<file path="src/rtl/instruction_loader_if.sv">
// Handshake and byte-write bus between a word source, the instruction loader
// and the instruction memory.
interface instruction_loader_if #(
  parameter int unsigned N = 32
);
  logic          start;
  logic [13:0]   base_addr;
  logic          word_valid;
  logic [N-1:0]  word_data;
  logic          word_last;
  logic          word_ready;
  logic          mem_we;
  logic [13:0]   mem_addr;
  logic [7:0]    mem_wdata;
  logic          busy;
  logic          done;
  logic          overflow;
  logic [11:0]   word_count;

  modport master (
    output start, base_addr, word_valid, word_data, word_last,
    input  word_ready, mem_we, mem_addr, mem_wdata, busy, done, overflow, word_count
  );

  modport slave (
    input  start, base_addr, word_valid, word_data, word_last,
    output word_ready, mem_we, mem_addr, mem_wdata, busy, done, overflow, word_count
  );
endinterface

</file>
<file path="src/rtl/instruction_loader.sv">
// Accepts N-bit instruction words and writes each one to instruction memory
// as four little-endian byte writes, with bounds checking against MEM_BYTES.
module instruction_loader #(
  parameter int unsigned N         = 32,
  parameter int unsigned MEM_BYTES = 1024
) (
  input logic               clk,
  input logic               rst_n,
  instruction_loader_if.slave bus
);

  typedef enum logic [1:0] {
    IDLE   = 2'd0,
    ACCEPT = 2'd1,
    WRITE  = 2'd2,
    DONE   = 2'd3
  } state_t;

  state_t        r_state;
  logic [13:0]   r_ptr;
  logic [1:0]    r_idx;
  logic [N-1:0]  r_word;
  logic          r_last;
  logic [11:0]   r_count;
  logic          r_ovf;
  logic [13:0]   r_mem_addr;
  logic [7:0]    r_mem_wdata;

  state_t        w_state_nxt;
  logic [13:0]   w_ptr_nxt;
  logic [1:0]    w_idx_nxt;
  logic [N-1:0]  w_word_nxt;
  logic          w_last_nxt;
  logic [11:0]   w_count_nxt;
  logic          w_ovf_nxt;
  logic [13:0]   w_addr_nxt;
  logic [7:0]    w_wdata_nxt;
  logic [N-1:0]  w_shifted;
  logic [31:0]   w_ptr_end;

  assign w_ptr_end = {18'b0, r_ptr} + 32'd4;

  always_ff @(posedge clk or negedge rst_n) begin
    if (!rst_n) begin
      r_state     <= IDLE;
      r_ptr       <= '0;
      r_idx       <= '0;
      r_word      <= '0;
      r_last      <= 1'b0;
      r_count     <= '0;
      r_ovf       <= 1'b0;
      r_mem_addr  <= '0;
      r_mem_wdata <= '0;
    end else begin
      r_state     <= w_state_nxt;
      r_ptr       <= w_ptr_nxt;
      r_idx       <= w_idx_nxt;
      r_word      <= w_word_nxt;
      r_last      <= w_last_nxt;
      r_count     <= w_count_nxt;
      r_ovf       <= w_ovf_nxt;
      r_mem_addr  <= w_addr_nxt;
      r_mem_wdata <= w_wdata_nxt;
    end
  end

  // The byte address/data registers are loaded with the values for the next
  // WRITE cycle, so they are valid exactly while the FSM sits in WRITE and
  // simply hold afterwards.
  always_comb begin
    w_state_nxt = r_state;
    w_ptr_nxt   = r_ptr;
    w_idx_nxt   = r_idx;
    w_word_nxt  = r_word;
    w_last_nxt  = r_last;
    w_count_nxt = r_count;
    w_ovf_nxt   = r_ovf;
    w_addr_nxt  = r_mem_addr;
    w_wdata_nxt = r_mem_wdata;
    w_shifted   = '0;

    case (r_state)
      IDLE: begin
        if (bus.start) begin
          w_ptr_nxt   = bus.base_addr & 14'h3FFC;
          w_count_nxt = '0;
          w_ovf_nxt   = 1'b0;
          w_state_nxt = ACCEPT;
        end
      end

      ACCEPT: begin
        if (bus.word_valid) begin
          if (w_ptr_end > MEM_BYTES) begin
            w_ovf_nxt   = 1'b1;
            w_state_nxt = DONE;
          end else begin
            w_word_nxt  = bus.word_data;
            w_last_nxt  = bus.word_last;
            w_idx_nxt   = '0;
            w_addr_nxt  = r_ptr;
            w_wdata_nxt = bus.word_data[7:0];
            w_state_nxt = WRITE;
          end
        end
      end

      WRITE: begin
        if (r_idx == 2'd3) begin
          w_ptr_nxt   = r_ptr + 14'd4;
          w_count_nxt = r_count + 12'd1;
          w_state_nxt = r_last ? DONE : ACCEPT;
        end else begin
          w_idx_nxt   = r_idx + 2'd1;
          w_addr_nxt  = r_ptr + {12'b0, w_idx_nxt};
          w_shifted   = r_word >> {w_idx_nxt, 3'b000};
          w_wdata_nxt = w_shifted[7:0];
        end
      end

      DONE: begin
        w_state_nxt = IDLE;
      end

      default: begin
        w_state_nxt = IDLE;
      end
    endcase
  end

  assign bus.word_ready = (r_state == ACCEPT);
  assign bus.mem_we     = (r_state == WRITE);
  assign bus.mem_addr   = r_mem_addr;
  assign bus.mem_wdata  = r_mem_wdata;
  assign bus.busy       = (r_state != IDLE);
  assign bus.done       = (r_state == DONE);
  assign bus.overflow   = r_ovf;
  assign bus.word_count = r_count;

endmodule

</file>
<file path="src/flat_wrapper.sv">
// flat-port wrapper written by rule: the top's interface ports become plain ports
module instruction_loader_flat 
#(
  parameter int unsigned N         = 32,
  parameter int unsigned MEM_BYTES = 1024
)
  (clk, rst_n, bus_start, bus_base_addr, bus_word_valid, bus_word_data, bus_word_last, bus_word_ready, bus_mem_we, bus_mem_addr, bus_mem_wdata, bus_busy, bus_done, bus_overflow, bus_word_count);
  instruction_loader_if #(.N(N)) bus_i ();
  input logic clk;
  input logic rst_n;
  input wire logic [$bits(bus_i.start)-1:0] bus_start;
  input wire logic [$bits(bus_i.base_addr)-1:0] bus_base_addr;
  input wire logic [$bits(bus_i.word_valid)-1:0] bus_word_valid;
  input wire logic [$bits(bus_i.word_data)-1:0] bus_word_data;
  input wire logic [$bits(bus_i.word_last)-1:0] bus_word_last;
  output wire logic [$bits(bus_i.word_ready)-1:0] bus_word_ready;
  output wire logic [$bits(bus_i.mem_we)-1:0] bus_mem_we;
  output wire logic [$bits(bus_i.mem_addr)-1:0] bus_mem_addr;
  output wire logic [$bits(bus_i.mem_wdata)-1:0] bus_mem_wdata;
  output wire logic [$bits(bus_i.busy)-1:0] bus_busy;
  output wire logic [$bits(bus_i.done)-1:0] bus_done;
  output wire logic [$bits(bus_i.overflow)-1:0] bus_overflow;
  output wire logic [$bits(bus_i.word_count)-1:0] bus_word_count;
  assign bus_i.start = bus_start;
  assign bus_i.base_addr = bus_base_addr;
  assign bus_i.word_valid = bus_word_valid;
  assign bus_i.word_data = bus_word_data;
  assign bus_i.word_last = bus_word_last;
  assign bus_word_ready = bus_i.word_ready;
  assign bus_mem_we = bus_i.mem_we;
  assign bus_mem_addr = bus_i.mem_addr;
  assign bus_mem_wdata = bus_i.mem_wdata;
  assign bus_busy = bus_i.busy;
  assign bus_done = bus_i.done;
  assign bus_overflow = bus_i.overflow;
  assign bus_word_count = bus_i.word_count;
  instruction_loader #(.N(N), .MEM_BYTES(MEM_BYTES)) u_core (.clk(clk), .rst_n(rst_n), .bus(bus_i));
endmodule
</file>
<file path="config.mk">
export PLATFORM = sky130hd
export DESIGN_NAME = instruction_loader_flat
export DESIGN_NICKNAME = d
export VERILOG_FILES = /design/src/rtl/instruction_loader_if.sv /design/src/rtl/instruction_loader.sv /design/src/flat_wrapper.sv
export SDC_FILE = /design/constraint.sdc
export NUM_CORES = 1
export LEC_CHECK = 0
export CAP_MARGIN = 20
export CORE_MARGIN = 3
export CORE_UTILIZATION = 35
export DETAILED_ROUTE_END_ITERATION = 16
export HOLD_SLACK_MARGIN = 0.03
export PLACE_DENSITY = 0.63
export SLEW_MARGIN = 20
export SYNTH_ARGS = -nofsm -noshare
export SYNTH_HDL_FRONTEND = slang
export SYNTH_SLANG_ARGS = --single-unit
</file>
<file path="constraint.sdc">
create_clock -name clk -period 8.2 [get_ports clk]
set_clock_uncertainty 0.2 [all_clocks]
set_input_delay 2.05 -clock clk [delete_from_list [all_inputs] [get_ports clk]]
set_output_delay 2.05 -clock clk [all_outputs]
set_load 0.005 [all_outputs]
</file>
* Word level (Yosys, flattened, before mapping)
Cells that the tools add are included.
Widths: inputs -> output; s select.
** Word-level totals
- Flip-flop bits (word level) :: 86
- Input bits :: 51
- Output and inout port bits :: 39
** Operators by class
- Add/subtract/negate cells :: 5
- Magnitude comparators :: 1
- Equal/unequal tests :: 10
- Shift operators :: 1
- Multiplexer cells :: 28
- Bitwise logic cells :: 1
- Reductions and logical operators :: 10
** Operators by type and width (number)
- $mux 14 :: 5
- $pmux 14 s2 :: 2
- $gt 32x11->1 const B :: 1
- $shr 32x5->8 :: 1
- $mux 12 :: 2
- $mux 8 :: 3
- $pmux 12 s2 :: 1
- $pmux 8 s2 :: 1
- $add 14x3->15 const B :: 1
- $add 14x2->14 :: 1
- $add 14x3->14 const B :: 1
- $mux 2 :: 7
- $add 12x1->12 const B :: 1
- $reduce_and 3->1 :: 3
- $ne 2x2->1 const B :: 4
- $pmux 2 s4 :: 1
- $reduce_and 4->1 :: 2
- $reduce_bool 2->1 :: 4
- $eq 2x2->1 const B :: 3
- $mux 1 :: 4
- $ne 2x1->1 const B :: 2
- $pmux 2 s2 :: 1
- $add 2x1->2 const B :: 1
- $eq 2x1->1 const B :: 1
- 3 further kinds :: 3

* Logic depth before layout (Yosys ltp)
Gate-level depths: netlist (run 1).
- Word-level depth :: 5
- Gate-level depth with buffers :: 10
- Gate-level depth less buffers :: 7

* Worst setup path before layout (run 1)
Ideal clock, no wire load.
- Kind :: register -> output
- Start :: register u_core.r_state[0]
- End :: output bus_mem_we
- Data arrival time :: 1394 ps
- Slack :: 4556 ps
- Cell stages (with the launch flop) :: 6
- Buffers on the path :: 3
- Cells stage by stage :: dfrtp_1 > nand2b_1 > clkbuf_1 > inv_1 > clkbuf_1 > clkbuf_1
** Between the ends
- Cells in the longest elaborated chain, start to end :: 1
** Ends and longest elaborated chain
- from (decl) :: line instruction_loader.sv:19 : state_t r_state;
- from (signal assigned) :: line instruction_loader.sv:55 : r_state <= w_state_nxt;
- $eq 2x2->1 :: line instruction_loader.sv:132 : assign bus.mem_we = (r_state == WRITE);
- to (decl) :: line flat_wrapper.sv:17 : output wire logic [$bits(bus_i.mem_we)-1:0] bus_mem_we;
Every way passes these cells.

* Worst setup path after layout (run 1)
- Start :: register u_core.r_state[1]
- End :: output bus_mem_we
The elaborated chain is that of the path after synthesis.

==> impl_metrics.tcl, run 1 <==
set metrics [dict create \
    clock-root-buffer "clkbuf_16" \
    slowest_stage "dfrtp_1" \
    synth_cells 369 \
    crit_arrival_ns 2.46 \
    reg2reg_depth 8 \
    dpl_cell_area_sq_um 5210 \
    n_fill_cell 1067 \
    initial_core_util 0.367 \
    core_area_sq_um 11700 \
    hold_viol_final 0 \
    status "complete, no violations" \
    vdd_ir_drop_max_mv 0.157 \
    cp_max_fo 26 \
    port-buffer-count 87 \
    cap_viol_max_count 0 \
    critPathCaptureType "primary output" \
    fin_crit_sh 0.574 \
    initialDrtViolationCount 170 \
    r2r_start "u_core.r_ptr[2]$_DFFE_PN0P_" \
    route.detailed.drc 0 \
    antenna_found_initial 0 \
    crit_family "buffers and inverters" \
    reg2reg_to "u_core.r_word[15]$_DFFE_PN0P_" \
    setup_viol 0 \
    place_ws_ns 3.84 \
    drive_gt1_frac 0.205 \
    seq_area_frac_synth 0.490 \
    yosysUniqueCellTypes 41 \
    cp-start-kind "flip-flop" \
    post_drt_wl_per_cell_um 16.6 \
    power.leakage_nw 2.41 \
    dp_hpwl_mm 6.74 \
    rrSetupSlack_ns 4.51 \
    io_pins 90 \
    synth_nets 425 \
    die_x_um 117 \
    nNetsFinal 504 \
    setup_tns_ns 0 \
    final_common_cell "clkdlybuf4s50_1" \
    ctsHoldBuffers 0 \
    tritoncts "done" \
    cp_cell_sequence "nand2b_1, buf_4, inv_1, buf_4, clkdlybuf4s50_1" \
    whs_ns 0.287 \
    syn_area_per_cell_sq_um 11.6 \
    cts_buffer_depth 2 \
    grt_pass1_wl_mm 16.3 \
    grt_pass1_vias 3109 \
    slew_violations 0 \
    tightest_slew_ns 0.782 \
    die_area_sq_um 13600 \
    gp_congestion 0.872 \
    required_ns 5.95 \
    cp_common_cell "buf_4" \
    area_delta_synth_final_pct 29.1 \
    hold_end "u_core.bus.mem_addr[0]$_DFFE_PN0P_" \
    max_slew_margin 0.479 \
    hold_class "flip-flop to flip-flop" \
    grt_overflow 0 \
    postCtsSetupBuffers 0 \
    ys_ff_latch 84 \
    diodes 0 \
    cts.sinks 84 \
    grt.total_usage 0.155 \
    final_cell_mix "86 x clkdlybuf4s50_1, 84 x dfrtp_1, 46 x nand2_1" \
    hold_path_startpoint "u_core.bus.mem_addr[0]$_DFFE_PN0P_" \
    yosys_warnings 0 \
    die_h_um 117 \
    period_needed_ns 4.71 \
    rows 39 \
    drt-total-wl_mm 9.88 \
    clk_pin_slew_ns 0.06 \
    rsz0062_at_grt "false" \
    power_density_nw_per_um2 344 \
    netlist_area_sq_um 4290 \
    vias 3048 \
    h-tree-depth 3 \
    postLayoutCoreUtil 0.473 \
    cts_inserted_buffers 9 \
    fmax_mhz 212 \
    routed_via_density 5.11 \
    grt_max_degree 85 \
    critPathMaxStageDelay_ns 0.63 \
    ant_nets 0 \
    design_area_sq_um 5540 \
    holdPathStages 1 \
    cts_resized 0 \
    path_buf_inv 4 \
    drt-pass1-iter-count 4 \
    setup_ws_ns 3.49 \
    clkLatencyLatePin_ns 0.33 \
    path_class "flip-flop to primary output" \
]
## cell type report
type	instances	area (sq um)	share of cell area
clock inverter	5	85.1	0.0154
sequential	84	2100	0.379
timing repair buffer	92	910	0.164
inverter	4	15.0	0.00271
clock buffer	11	243	0.0438
multi-input combinational	257	2010	0.362
tap	143	179	0.0323
## worst max path at each step
stage                                        from    endpoint  slack (ns)  cells past startpoint
finish              u_core.r_state[1]$_DFFE_PN0P_  bus_mem_we        3.49                      5
global route        u_core.r_state[1]$_DFFE_PN0P_  bus_mem_we        3.33                      5
CTS                 u_core.r_state[1]$_DFFE_PN0P_  bus_mem_we        3.47                      5
detailed placement  u_core.r_state[1]$_DFFE_PN0P_  bus_mem_we        3.84                      5
global placement    u_core.r_state[1]$_DFFE_PN0P_  bus_mem_we        3.84                      5
floorplan           u_core.r_state[0]$_DFFE_PN0P_  bus_mem_we        4.56                      5
## metal layers
metal	routed length, um	share of wire	global-route usage
met5	0	0	0
met4	196	0.020	0.0550
met3	674	0.068	0.0404
met2	4520	0.46	0.240
met1	4490	0.45	0.211
## cells by family after synthesis
family / Yosys count / synth area share
AND/OR/NAND/NOR: 119 / 0.131
AO/OA/AOI/OAI: 52 / 0.0726
other: 1 / 0.000874
buffers and inverters: 28 / 0.0431
XOR/XNOR: 16 / 0.0326
adder cells (fa/ha/maj): 5 / 0.0146
flip-flops: 84 / 0.490
multiplexers: 64 / 0.215
## Yosys cell counts (all sizes together)
cell,count,area (sq um)
a21oi,22,110
a21o,4,31.3
and2,3,18.8
a221oi,1,15.0
nor2b,1,6.26
a32o,1,10.0
nand3,10,50.1
xnor2,4,35.0
nor2,31,116
inv,4,15.0
o21ai,13,68.8
nand2,46,173
or3,1,11.3
o22ai,5,31.3
and4,3,27.5
xor2,12,105
nand4,10,77.6
nor3,4,20.0
clkbuf,12,45.0
conb,1,3.75
a2bb2oi,1,8.76
mux4,8,180
nand2b,3,18.8
and3,5,31.3
dfrtp,84,2100
or2,2,12.5
ha,5,62.6
a31oi,3,18.8
a22o,2,17.5
mux2,54,724
mux2i,2,20.0
buf,12,125
## stage by stage
step / instances / power [mW]
finish: 596 / 1.91
global placement: 580 / 1.45
detailed placement: 580 / 1.47
floorplan: 369 / 1.19
CTS: 596 / 1.93
global route: 596 / 2.04
## sequential cells by signal, summed over array words and instances (netlist names)
register	cells
u_core.r_last	1
u_core.bus.word_count	12
u_core.bus.mem_wdata	8
u_core.r_word	32
u_core.r_state	2
u_core.r_ptr	12
u_core.bus.mem_addr	14
u_core.r_idx	2
u_core.bus.overflow	1
## report_power, final
| part | total (mW) | switching, mW | internal [mW] |
|---|---|---|---|
| Combinational | 0.735 | 0.304 | 0.432 |
| Clock | 0.442 | 0.166 | 0.276 |
| Sequential | 0.728 | 0.155 | 0.574 |
| Total | 1.91 | 0.624 | 1.28 |
No activity file was read; power rests on OpenSTA's default activity.
==> inputs of run 2 (changes only) <==
PLACE_DENSITY = 0.66   (was 0.63)
clock period = 3.8 ns   (was 8.2 ns; I/O delays follow)
==> run 2 against run 1 <==
  * Worst setup slack lost 3.1 ns
  * Register-to-register slack got worse by 4.1 ns
  * Hold slack better by 0.015 ns
  * Routed wire length increased by 0.97%
  * Largest power group unchanged
  * Final area hardly changed
  * Global-route usage decreased by 0.27 points
==> impl_metrics.tcl, run 2 (synthesis gave the netlist of run 1 again) <==
set metrics [dict create \
    reg2reg_depth 8 \
    grt_overflow 0 \
    largest_reg_flops 32 \
    tritoncts "done" \
    drt-total-wl_mm 9.98 \
    grt_pass1_vias 3078 \
    power_density_nw_per_um2 735 \
    clock-root-buffer "clkbuf_16" \
    power.leakage_nw 2.41 \
    slew_violations 0 \
    n_fill_cell 1086 \
    dpl_cell_area_sq_um 5230 \
    setup_ws_ns 0.429 \
    holdPathStages 1 \
    met1_usage 0.199 \
    gp_congestion 0.915 \
    fin_crit_sh 0.887 \
    core_area_sq_um 11700 \
    cp_max_fo 33 \
    grt.total_usage 0.153 \
    rsz0062_at_grt "false" \
    setup_viol 0 \
    final_common_cell "clkdlybuf4s50_1" \
    initial_core_util 0.367 \
    ctsHoldBuffers 0 \
    vdd_ir_drop_max_mv 0.330 \
    antenna_found_initial 0 \
    nNetsFinal 505 \
    drive_gt1_frac 0.209 \
    period_needed_ns 3.37 \
    h-tree-depth 3 \
    initialDrtViolationCount 129 \
    final_cell_mix "86 x clkdlybuf4s50_1, 84 x dfrtp_1, 46 x nand2_1" \
    fmax_mhz 297 \
    postLayoutCoreUtil 0.473 \
    cp-start-kind "flip-flop" \
    port-buffer-count 87 \
    tightest_slew_ns 0.755 \
    area_delta_synth_final_pct 29.1 \
    clkLatencyLatePin_ns 0.34 \
    io_pins 90 \
    post_drt_wl_per_cell_um 16.7 \
    critPathMaxStageDelay_ns 0.46 \
    use_met3 0.0466 \
    status "complete, no violations" \
    drt-pass1-iter-count 4 \
    place_ws_ns 0.468 \
    grt_max_degree 85 \
    cap_viol_max_count 0 \
    required_ns 3.82 \
    grt_busiest_layer "met2" \
    max_slew_margin 0.497 \
    cts_buffer_depth 2 \
    clk_pin_slew_ns 0.07 \
    ant_nets 0 \
    slowest_stage "dfrtp_1" \
    grt_pass1_wl_mm 16.1 \
    vias 3061 \
    cts_inserted_buffers 9 \
    layout.cells.non_filler 597 \
    hold_viol_final 0 \
    dpl.cell_count 581 \
    path_class "flip-flop to flip-flop" \
    routed_via_density 5.13 \
    rows 39 \
    die_h_um 117 \
    hold_class "flip-flop to flip-flop" \
    die_x_um 117 \
    design_area_sq_um 5540 \
    dp_hpwl_mm 6.97 \
    grt_use_met2 0.252 \
    cts.sinks 84 \
    diodes 0 \
    route.detailed.drc 0 \
    crit_arrival_ns 3.39 \
    top_register "u_core.r_word" \
    cts_resized 0 \
    setup_tns_ns 0 \
    die_area_sq_um 13600 \
    postCtsSetupBuffers 0 \
    cp_cell_sequence "ha_1, inv_2, or3_4, mux2_4, a221oi_2, and3_2, buf_12, mux2_2" \
    critPathCaptureType "flip-flop" \
]
-- run 2: worst max-delay path, delay by kind of cell, from the launching register on --
kind                       cells  cell delay, ns
AOI/OAI and AO/OA              1            0.45
adders and majority gates      1            0.37
buffers and inverters          2            0.34
DFF                            1            0.46
muxes                          2            0.68
and+or+nand+nor                2            0.70
-- run 2: worst paths after layout --
| path | startpoint | end | slack, ns |
|---|---|---|---|
| setup / recovery | u_core.r_ptr[2]$_DFFE_PN0P_ | u_core.r_word[16]$_DFFE_PN0P_ | 0.43 |
| hold / removal | u_core.bus.mem_addr[0]$_DFFE_PN0P_ | u_core.bus.mem_addr[0]$_DFFE_PN0P_ | 0.30 |
| setup reg to reg | u_core.r_ptr[2]$_DFFE_PN0P_ | u_core.r_word[16]$_DFFE_PN0P_ | 0.43 |
| hold reg to reg | u_core.bus.mem_addr[0]$_DFFE_PN0P_ | u_core.bus.mem_addr[0]$_DFFE_PN0P_ | 0.30 |
| max in group asynchronous | rst_n | u_core.bus.mem_addr[3]$_DFFE_PN0P_ | 2.43 |
| min in group asynchronous | rst_n | u_core.r_word[15]$_DFFE_PN0P_ | 0.46 |
-- run 2: stage by stage --
stage	total power [mW]	hold WS, ns
CTS	4.12	0.307
finish	4.08	0.302
global placement	3.14	0.286
floorplan	2.56	0.270
detailed placement	3.20	0.287
global route	4.35	0.310
-- run 2: layout make-up --
type / count / area (sq um) / area share
Tap cell: 143 / 179 / 0.0323
Clock inverter: 7 / 83.8 / 0.0151
Multi-Input combinational cell: 257 / 2010 / 0.362
Timing Repair Buffer: 93 / 930 / 0.168
Clock buffer: 9 / 225 / 0.0406
Sequential cell: 84 / 2100 / 0.379
Inverter: 4 / 15.0 / 0.00271
-- run 2: where the power goes --
group / total, mW / internal (mW) / switching, mW / leakage (nW)
Clock: 0.905 / 0.520 / 0.385 / 0.148
Combinational: 1.59 / 0.939 / 0.652 / 1.20
Sequential: 1.58 / 1.24 / 0.342 / 1.07
-- run 2: metal layers --
layer / routed length (um) / vias to the layer above / share of wire
li1: - / 1451 / -
met1: 4390 / 1500 / 0.44
met2: 4800 / 105 / 0.48
met3: 720 / 5 / 0.072
met4: 64 / 0 / 0.0064
met5: 0 / - / 0
